$ cat config.mk
export PLATFORM = sky130hd
export DESIGN_NAME = shift_register_ctl
export DESIGN_NICKNAME = d
export VERILOG_FILES = /design/src/rtl/shift_register_ctl.sv
export SDC_FILE = /design/constraint.sdc
export NUM_CORES = 1
export LEC_CHECK = 0
export ABC_CLOCK_PERIOD_IN_PS = 3100
export BUFFER_PORTS_ARGS = -buffer_cell sky130_fd_sc_hd__buf_4
export CAP_MARGIN = 25
export CORE_AREA = 4 4 56 58
export CTS_CLUSTER_SIZE = 16
export DETAILED_ROUTE_END_ITERATION = 16
export DIE_AREA = 0 0 60 62
export MAX_ROUTING_LAYER = met4
export PLACE_DENSITY_LB_ADDON = 0.05
export SLEW_MARGIN = 30
export SYNTH_ARGS = -nofsm -noshare
export SYNTH_HDL_FRONTEND = slang
export SYNTH_SLANG_ARGS = --single-unit
$ cat constraint.sdc
create_clock -name clk -period 3.1 [get_ports clk]
set_input_delay 0.465 -clock clk [delete_from_list [all_inputs] [get_ports clk]]
set_output_delay 0.465 -clock clk [all_outputs]
set_load 0.005 [all_outputs]
$ cat src/rtl/shift_register_ctl.sv
`default_nettype none
// ============================================================================
// shift_register_ctl : universal register with load, clear, hold and
//                      multi-step shift/rotate sequenced one bit per clock.
// Revision: 1.0
// ============================================================================
module shift_register_ctl #(
   parameter int WIDTH = 8,
   parameter int AW    = $clog2(WIDTH) + 1
) (
   input  logic             clk,
   input  logic             rst_n,
   input  logic             start,
   input  logic [2:0]       op,
   input  logic [AW-1:0]    amount,
   input  logic [WIDTH-1:0] data_in,
   input  logic             ser_in,
   output logic [WIDTH-1:0] data_out,
   output logic             busy,
   output logic             done,
   output logic             carry_out
);

   localparam logic [0:0] ST_IDLE  = 1'b0;
   localparam logic [0:0] ST_SHIFT = 1'b1;

   localparam logic [2:0] OP_NOP   = 3'b000;
   localparam logic [2:0] OP_LOAD  = 3'b001;
   localparam logic [2:0] OP_SHL   = 3'b010;
   localparam logic [2:0] OP_SHR   = 3'b011;
   localparam logic [2:0] OP_SAR   = 3'b100;
   localparam logic [2:0] OP_ROL   = 3'b101;
   localparam logic [2:0] OP_ROR   = 3'b110;
   localparam logic [2:0] OP_CLEAR = 3'b111;

   localparam logic [AW-1:0] CNT_ZERO = '0;
   localparam logic [AW-1:0] CNT_ONE  = {{(AW-1){1'b0}}, 1'b1};

   logic [0:0]       state_q, state_d;
   logic [AW-1:0]    cnt_q,   cnt_d;
   logic [2:0]       op_q,    op_d;
   logic [WIDTH-1:0] data_q,  data_d;
   logic             carry_q, carry_d;
   logic             done_q,  done_d;

   logic [2:0]       step_op;
   logic [WIDTH-1:0] step_data;
   logic             step_carry;

   // A running command uses its latched opcode; a fresh command uses the live one.
   always_comb begin
      step_op = (state_q == ST_SHIFT) ? op_q : op;
   end

   always_comb begin
      step_data  = data_q;
      step_carry = carry_q;
      case (step_op)
         OP_SHL: begin
            step_data  = {data_q[WIDTH-2:0], ser_in};
            step_carry = data_q[WIDTH-1];
         end
         OP_SHR: begin
            step_data  = {ser_in, data_q[WIDTH-1:1]};
            step_carry = data_q[0];
         end
         OP_SAR: begin
            step_data  = {data_q[WIDTH-1], data_q[WIDTH-1:1]};
            step_carry = data_q[0];
         end
         OP_ROL: begin
            step_data  = {data_q[WIDTH-2:0], data_q[WIDTH-1]};
            step_carry = data_q[WIDTH-1];
         end
         OP_ROR: begin
            step_data  = {data_q[0], data_q[WIDTH-1:1]};
            step_carry = data_q[0];
         end
         default: begin
            step_data  = data_q;
            step_carry = carry_q;
         end
      endcase
   end

   always_comb begin
      state_d = state_q;
      cnt_d   = cnt_q;
      op_d    = op_q;
      data_d  = data_q;
      carry_d = carry_q;
      done_d  = 1'b0;
      case (state_q)
         ST_IDLE: begin
            if (start) begin
               case (op)
                  OP_NOP: begin
                     done_d = 1'b1;
                  end
                  OP_LOAD: begin
                     data_d = data_in;
                     done_d = 1'b1;
                  end
                  OP_CLEAR: begin
                     data_d  = '0;
                     carry_d = 1'b0;
                     done_d  = 1'b1;
                  end
                  default: begin
                     if (amount == CNT_ZERO) begin
                        done_d = 1'b1;
                     end else begin
                        data_d  = step_data;
                        carry_d = step_carry;
                        if (amount == CNT_ONE) begin
                           done_d = 1'b1;
                        end else begin
                           cnt_d   = amount - CNT_ONE;
                           op_d    = op;
                           state_d = ST_SHIFT;
                        end
                     end
                  end
               endcase
            end
         end
         default: begin
            data_d  = step_data;
            carry_d = step_carry;
            cnt_d   = cnt_q - CNT_ONE;
            if (cnt_q == CNT_ONE) begin
               state_d = ST_IDLE;
               done_d  = 1'b1;
            end
         end
      endcase
   end

   always_ff @(posedge clk or negedge rst_n) begin
      if (!rst_n) begin
         state_q <= ST_IDLE;
         cnt_q   <= '0;
         op_q    <= OP_NOP;
         data_q  <= '0;
         carry_q <= 1'b0;
         done_q  <= 1'b0;
      end else begin
         state_q <= state_d;
         cnt_q   <= cnt_d;
         op_q    <= op_d;
         data_q  <= data_d;
         carry_q <= carry_d;
         done_q  <= done_d;
      end
   end

   assign data_out  = data_q;
   assign carry_out = carry_q;
   assign done      = done_q;
   assign busy      = (state_q == ST_SHIFT);

endmodule
`default_nettype wire

-- Word-level counts from Yosys, hierarchy flattened
Index checks and enable logic that the tools add are counted.
- register bits after elaboration: 18
- input port bits: 19
- add/sub/neg operators: 2
- eq/ne operators: 16
- mux-type cells: 28
- bitwise operators: 4
- reduce and logical (&&, ||, !) cells: 11
- operators with widths (kind ; number):
    $pmux 8 s5 ; 1
    $mux 8 ; 3
    $pmux 8 s3 ; 1
    $mux 4 ; 5
    $mux 1 ; 15
    $eq 3x3->1 const B ; 4
    $eq 4x1->1 const B ; 2
    $sub 4x1->4 const B ; 2
    $eq 3x2->1 const B ; 2
    $ne 2x2->1 const B ; 3
    $reduce_and 3->1 ; 2
    $reduce_or 3->1 ; 2
    $reduce_and 5->1 ; 1
    $logic_not 4->1 ; 1
    $ne 2x1->1 const B ; 2
    $ne 4x2->1 const B ; 1
    $not 1->1 ; 4
    $pmux 1 s2 ; 2
    $reduce_and 4->1 ; 1
    $reduce_or 2->1 ; 2
    $eq 3x1->1 const B ; 1
    $logic_not 3->1 ; 1
    $mux 3 ; 1
    $ne 3x2->1 const B ; 1
    $reduce_bool 2->1 ; 1

-- Longest topological paths before layout
Gate-level depths: netlist of the first run.
- depth in word-level cells: 8
- mapped depth: 8

-- Worst setup path after synthesis of the first run
No wires, ideal clock.
- path kind: input-to-reg
- start: in amount[1]
- end: reg carry_q (netlist: carry_out)
- library setup time: 0.121 ns
- data arrival time: 1.845 ns
- setup slack: 1.134 ns
- stages: 8
- buffers on the path: 1
- path through: inv_1 ha_1 or4b_1 a21oi_1 or2_0 clkbuf_2 a2111oi_2 a22o_1
- cells in the longest elaborated chain, start to end: 3
- RTL lines (element ; line ; source):
    start: declaration ; 15 ; input logic [AW-1:0] amount,
    $logic_not 4->1 ; 110 ; if (amount == CNT_ZERO) begin
    $ne 3x2->1 (no source line) ; - ;
    $reduce_and 3->1 (no source line) ; - ;
    end signal: assignment ; 152 ; carry_q <= carry_d;
    end: declaration ; 43 ; logic carry_q, carry_d;
Every way passes these cells.
A chain may end at the register's enable or synchronous reset.

-- Worst setup path in the final report of the first run
- start: reg state_q (netlist: busy)
- end: reg carry_q (netlist: carry_out)
- cells in the longest elaborated chain, start to end: 8
- elaborated cells on any way between the ends: 17
- RTL lines (element ; line ; source):
    start: declaration ; 39 ; logic [0:0] state_q, state_d;
    start signal: assignment ; 148 ; state_q <= state_d;
    $mux 3 ; 52 ; step_op = (state_q == ST_SHIFT) ? op_q : op;
    $eq 3x3->1 / $eq 3x2->1 (equally long branches) ; 58 ; case (step_op)
    $reduce_or 3->1 (no source line) / $reduce_or 2->1 (equally long branches) ; - ;
    $pmux 1 s2 ; 58 ;
    $mux 1 ; 110 ;
    $pmux 1 s2 ; 96 ; case (op)
    $mux 1 ; 95 ; if (start) begin
    $mux 1 ; 93 ; case (state_q)
Parallel ways exist; a longest one is shown, timed or not. The select of a mux whose other input is x is not followed.

==> metrics.cfg, run 1 <==
[status]
status=finished, final reports clean

[power]
p_leak_nw=0.687
power_density_nw_per_um2=946
ir_drop_mv=0.588

[floorplan]
num_rows=19
ios=30
dieArea_sq_um=3720
die_w_um=60
coreArea_sq_um=2660
die_y_um=62
start_util=0.474

[yosys]
ys_top_cells_by_area=dfrtp_1 (36%), o2bb2ai_1 (4.9%), ha_1 (4.0%)
syn_inst=132
syn_avg_cell_area_sq_um=9.56
ys_ff_latch=18
synth_top_area_frac=0.357
synth_area_sq_um=1260
syn-num-nets=155
yosysTopAreaCell=dfrtp_1
synth_ff_type=dfrtp_1
synth.most_common_cell=dfrtp_1
ys_seq_area_frac=0.357
async_reset_ff_frac=1.00
ys_warn_count=0
synth_common_cells=dfrtp_1 (18), nor2_1 (13), nand2_1 (11)
synth-edff-count=0
synth_cell_types=46

[detailed_routing]
wirelength_mm=3.09
remaining_drc_errors=0
viasPerCell=5.96
first_pass_iters=4
vias=1150
postRouteAntennaNets=0
drt_iter0_drc=84
wire_per_inst_um=16.0

[setup_path]
cpPeakStageDelay_ps=660
crit_path_start_kind=flop
cp-end-kind=flop
worstRegToRegCells=5
path_delay_family=simple AND/OR/NAND/NOR gates
startpoint=busy
crit_arrival_ps=2520
reg2reg_to=carry_out
r2r_start=busy
critical_path_required_ps=3300
r2r_slack_ps=780
path_buf_inv=0
cp_slowest_cell=dfrtp_1
worstPathCellList=or4b_1 -> a21oi_1 -> or2_0 -> o31ai_1 -> a22o_1
timing_worst_setup_path_type=reg2reg
cp_max_fo=22

[grt]
grt_pass1_vias=1122
grt_overflow_total=0
grt_max_degree=23
grt_pass1_wl_mm=5.15
grt_antenna_before_repair=0
grt_usage=0.190

[clock_network]
cts_root_buf=clkbuf_4
cts_tree=built
cts.sinks=18
cts_setup_buffers=0
cts-resized-gates=0
cts_made_buffers=3
clockBufferDepth=2
clk_pin_slew_ps=110
hold_buffers=0
insertion_delay_ps=290
htree_levels=1

[timing]
rsz0062_at_grt=false
fin_setup_tns_ps=0
finClkSkew_ps=2.59
setup_viol=0
tightest_slew_ps=731
period_needed_ps=2320
finalHoldViolCount=0
fmax_mhz=431
fin_crit_sh=0.748
drv_slew=0
max-slew-margin-rel=0.512

[place]
dpl.hpwl_mm=2.33
place_congestion=0.846
portBuffers=29

[cells_and_area]
multi_input_area_sq_um=769
fin_util=0.577
area_delta_synth_final_pct=21.6
diodes=0
nFillCells=240
regArea_sq_um=450
fin_nets=186
layout-drive-gt1-share=0.278

[run]
max_cap_viol_count=0

[hold_path]
worstHoldPathType=in2async

## layout by cell type (no fill, tap or decap), types with 2 or more instances in the layout
cell,count
dfrtp_1,18
o211ai_1,2
a21oi_1,6
nor2_1,13
o21ai_0,3
o2111ai_1,2
inv_1,6
mux2_1,2
ha_1,4
and2_1,5
a31oi_1,4
a221oi_1,5
nor3_1,3
mux2_4,2
o2bb2ai_1,7
mux2_2,4
clkbuf_4,3
mux2i_1,3
buf_4,29
or2_2,2
xnor2_1,3
nand2_1,11
nand3_1,2
## metrics by stage
step                      cell area, sq um  total power [W]  hold WS (ps)  setup WS, ps  std cells
final                                 1540          0.00145          22.1           780        193
after detailed placement              1500          0.00131           357           746        189
after CTS                             1540          0.00146          22.0           789        193
after global routing                  1540          0.00159          16.7           609        193
after global placement                1500          0.00129           353           800        189
after floorplan                       1260          0.00106           169          1130        132
## cells by family after synthesis
logic type | count (synthesis) | synth area share
buffers and inverters | 9 | 0.0337
adders and majority gates | 4 | 0.0396
DFF | 18 | 0.357
and+or+nand+nor | 45 | 0.179
AOI/OAI and AO/OA | 41 | 0.262
muxes | 11 | 0.101
xor gates and xnor gates | 4 | 0.0278
## flip-flops by register name, summed over array words and instances (netlist names)
register   cells
op_q           3
carry_out      1
busy           1
done           1
data_out       8
cnt_q          4
## worst max-delay path by stage
stage	end	depth (start not counted)
after CTS	carry_out	5
after floorplan	carry_out	8
after global routing	carry_out	5
after detailed placement	carry_out	8
after global placement	carry_out	8
final	carry_out	5
## power by group
group / internal [W] / switching, W
clock: 0.0000715 / 0.0000771
combinational: 0.000408 / 0.000396
sequential: 0.000347 / 0.000153
## routing by layer
metal  global-route usage  vias to the layer above  wire length [um]
met5                    -                        -                 0
met4               0.0759                        0                19
met3               0.0227                        2               129
met2                0.293                       31              1470
met1                0.255                      550              1470
li1                     -                      567                 -
## area by class of cell
class                   instances  area share
multi-input cells             105       0.501
flip-flops and latches         18       0.293
repair buffers                 29       0.142
well taps                      31      0.0253
clock buffers                   4      0.0236
inverters                       6      0.0147
Note: power is estimated with default switching activity, not from simulation.
==> run 2, diff against run 1 <==
- ABC_CLOCK_PERIOD_IN_PS: 3100 -> 2300
- clock period: 3.1 -> 2.3 ns (I/O delays scaled with it)
==> metrics.cfg, run 2 (synthesized netlist as in run 1, its figures left out) <==
[grt]
grt_max_degree=19  ; was 23
use_met1=0.252  ; was 0.255
grt_overflow_total=0  ; unchanged
met3_usage=0.0269  ; was 0.0227
grt_pass1_wl_mm=5.15  ; unchanged
met2_usage=0.298  ; was 0.293
grt_pass1_vias=1084  ; was 1,122
top_usage_layer=met2  ; unchanged
grt_usage=0.190  ; about the same
grt_antenna_before_repair=0  ; unchanged

[clock_network]
cts.sinks=18  ; unchanged
insertion_delay_ps=300  ; was 290 ps
cts_tree=built  ; unchanged
cts_setup_buffers=0  ; unchanged
cts_root_buf=clkbuf_4  ; unchanged
clk_pin_slew_ps=120  ; was 110 ps
htree_levels=1  ; unchanged
cts_made_buffers=3  ; unchanged
clockBufferDepth=2  ; unchanged

[floorplan]
die_y_um=62  ; unchanged
ios=30  ; unchanged
coreArea_sq_um=2660  ; unchanged
num_rows=19  ; unchanged
start_util=0.474  ; unchanged
dieArea_sq_um=3720  ; unchanged
die_w_um=60  ; unchanged

[place]
place_area_sq_um=1520  ; was 1500 sq um
dpl.hpwl_mm=2.33  ; about the same
place_congestion=0.825  ; was 0.846
portBuffers=29  ; unchanged

[run]
max_cap_viol_count=0  ; unchanged

[timing]
setup_viol=0  ; unchanged
fin_setup_tns_ps=0  ; unchanged
period_needed_ps=2020  ; was 2320 ps
finalHoldViolCount=0  ; unchanged
rsz0062_at_grt=false  ; unchanged
fin_crit_sh=0.880  ; was 0.748
max-slew-margin-rel=0.662  ; was 0.512
finClkSkew_ps=6.29  ; was 2.59 ps
drv_slew=0  ; unchanged
tightest_slew_ps=505  ; was 731 ps
fmax_mhz=494  ; was 431 MHz

[hold_path]
holdPathStages=3
worstHoldPathType=in2reg  ; was in2async

[power]
p_leak_nw=0.705  ; was 0.687 nW
power_density_nw_per_um2=1260  ; was 946 nW/um^2
ir_drop_mv=0.699  ; was 0.588 mV

[status]
status=finished, final reports clean  ; unchanged

[detailed_routing]
first_pass_iters=4  ; unchanged
vias=1158  ; was 1,150
drt_iter0_drc=42  ; was 84
postRouteAntennaNets=0  ; unchanged
viasPerCell=5.88  ; was 5.96
wirelength_mm=3.09  ; about the same
remaining_drc_errors=0  ; unchanged
wire_per_inst_um=15.7  ; was 16.0 um

[setup_path]
cp_slowest_cell=dfrtp_1  ; unchanged
cp.depth=5  ; unchanged
worstRegToRegCells=5  ; unchanged
path_buf_inv=0  ; unchanged
crit_path_start_kind=flop  ; unchanged
critical_path_required_ps=2500  ; was 3300 ps
crit_arrival_ps=2220  ; was 2520 ps
path_delay_family=flip-flops  ; was simple AND/OR/NAND/NOR gates
worstPathCellList=mux2_2 -> or4_4 -> o31ai_4 -> a2111oi_2 -> a22o_1  ; was or4b_1 -> a21oi_1 -> or2_0 -> o31ai_1 -> a22o_1
cp_max_fo=11  ; was 22
cpPeakStageDelay_ps=580  ; was 660 ps
cp-end-kind=flop  ; unchanged
timing_worst_setup_path_type=reg2reg  ; unchanged

[cells_and_area]
diodes=0  ; unchanged
final_common_cell=buf_4  ; unchanged
nFillCells=241  ; was 240
final_cell_mix=buf_4 (32), dfrtp_1 (18), nor2_1 (13)  ; was buf_4 (29), dfrtp_1 (18), nor2_1 (13)
largest_register_ffs=8  ; unchanged
design_area_sq_um=1570  ; was 1540 sq um
layout-drive-gt1-share=0.289  ; was 0.278
area_delta_synth_final_pct=24.2  ; was 21.6%
fin_nets=190  ; was 186

-- run 2: final timing paths --
path,start,end,slack [ps]
worst max-delay path,busy,carry_out,280
worst min-delay path,data_in[0],data_out[0],290
min in group asynchronous,rst_n,op_q[0],430
worst max register to register,busy,carry_out,280
worst min register to register,op_q[0],op_q[0],550
max in group asynchronous,rst_n,data_out[7],1660
-- run 2: worst min-delay path: cells and delay by family --
family                 cells  cell delay, ps
buffers and inverters      1             110
AOI/OAI and AO/OA          1              70
and+or+nand+nor            1              40
-- run 2: cell type report --
cell class	instances	area [sq um]	share of cell area
Sequential cell	18	450	0.287
Inverter	6	22.5	0.0144
Timing Repair Buffer	33	250	0.160
Tap cell	31	38.8	0.0247
Multi-Input combinational cell	105	769	0.491
Clock buffer	4	36.3	0.0231
-- run 2: where the power goes --
group / internal, W / total [W] / switching, W
sequential: 0.000468 / 0.000644 / 0.000176
combinational: 0.000568 / 0.00113 / 0.000564
clock: 0.0000966 / 0.000206 / 0.000110
-- run 2: metrics by stage --
step	util	hold WS [ps]	total power [W]	setup WS (ps)	std cells
2_1_floorplan	-	49.4	0.00143	402	132
3_3_place_gp	0.571	232	0.00175	271	192
3_5_place_dp	0.571	231	0.00178	246	192
4_1_cts	0.589	281	0.00199	280	197
5_1_grt	0.589	290	0.00217	91.8	197
6_report	0.589	292	0.00198	276	197
-- run 2: repair_timing --
| item | in CTS | in global routing |
|---|---|---|
| resized for setup | 0 | 0 |
| endpoints found under the hold margin | 18 | 0 |
| endpoints found under the setup margin | 0 | 0 |
| hold buffers | 1 | 0 |
-- run 2: routing by layer --
layer | vias up | part of all wire
li1 | 574 | -
met1 | 552 | 0.47
met2 | 28 | 0.49
met3 | 4 | 0.037
met4 | 0 | 0.0071
met5 | - | 0
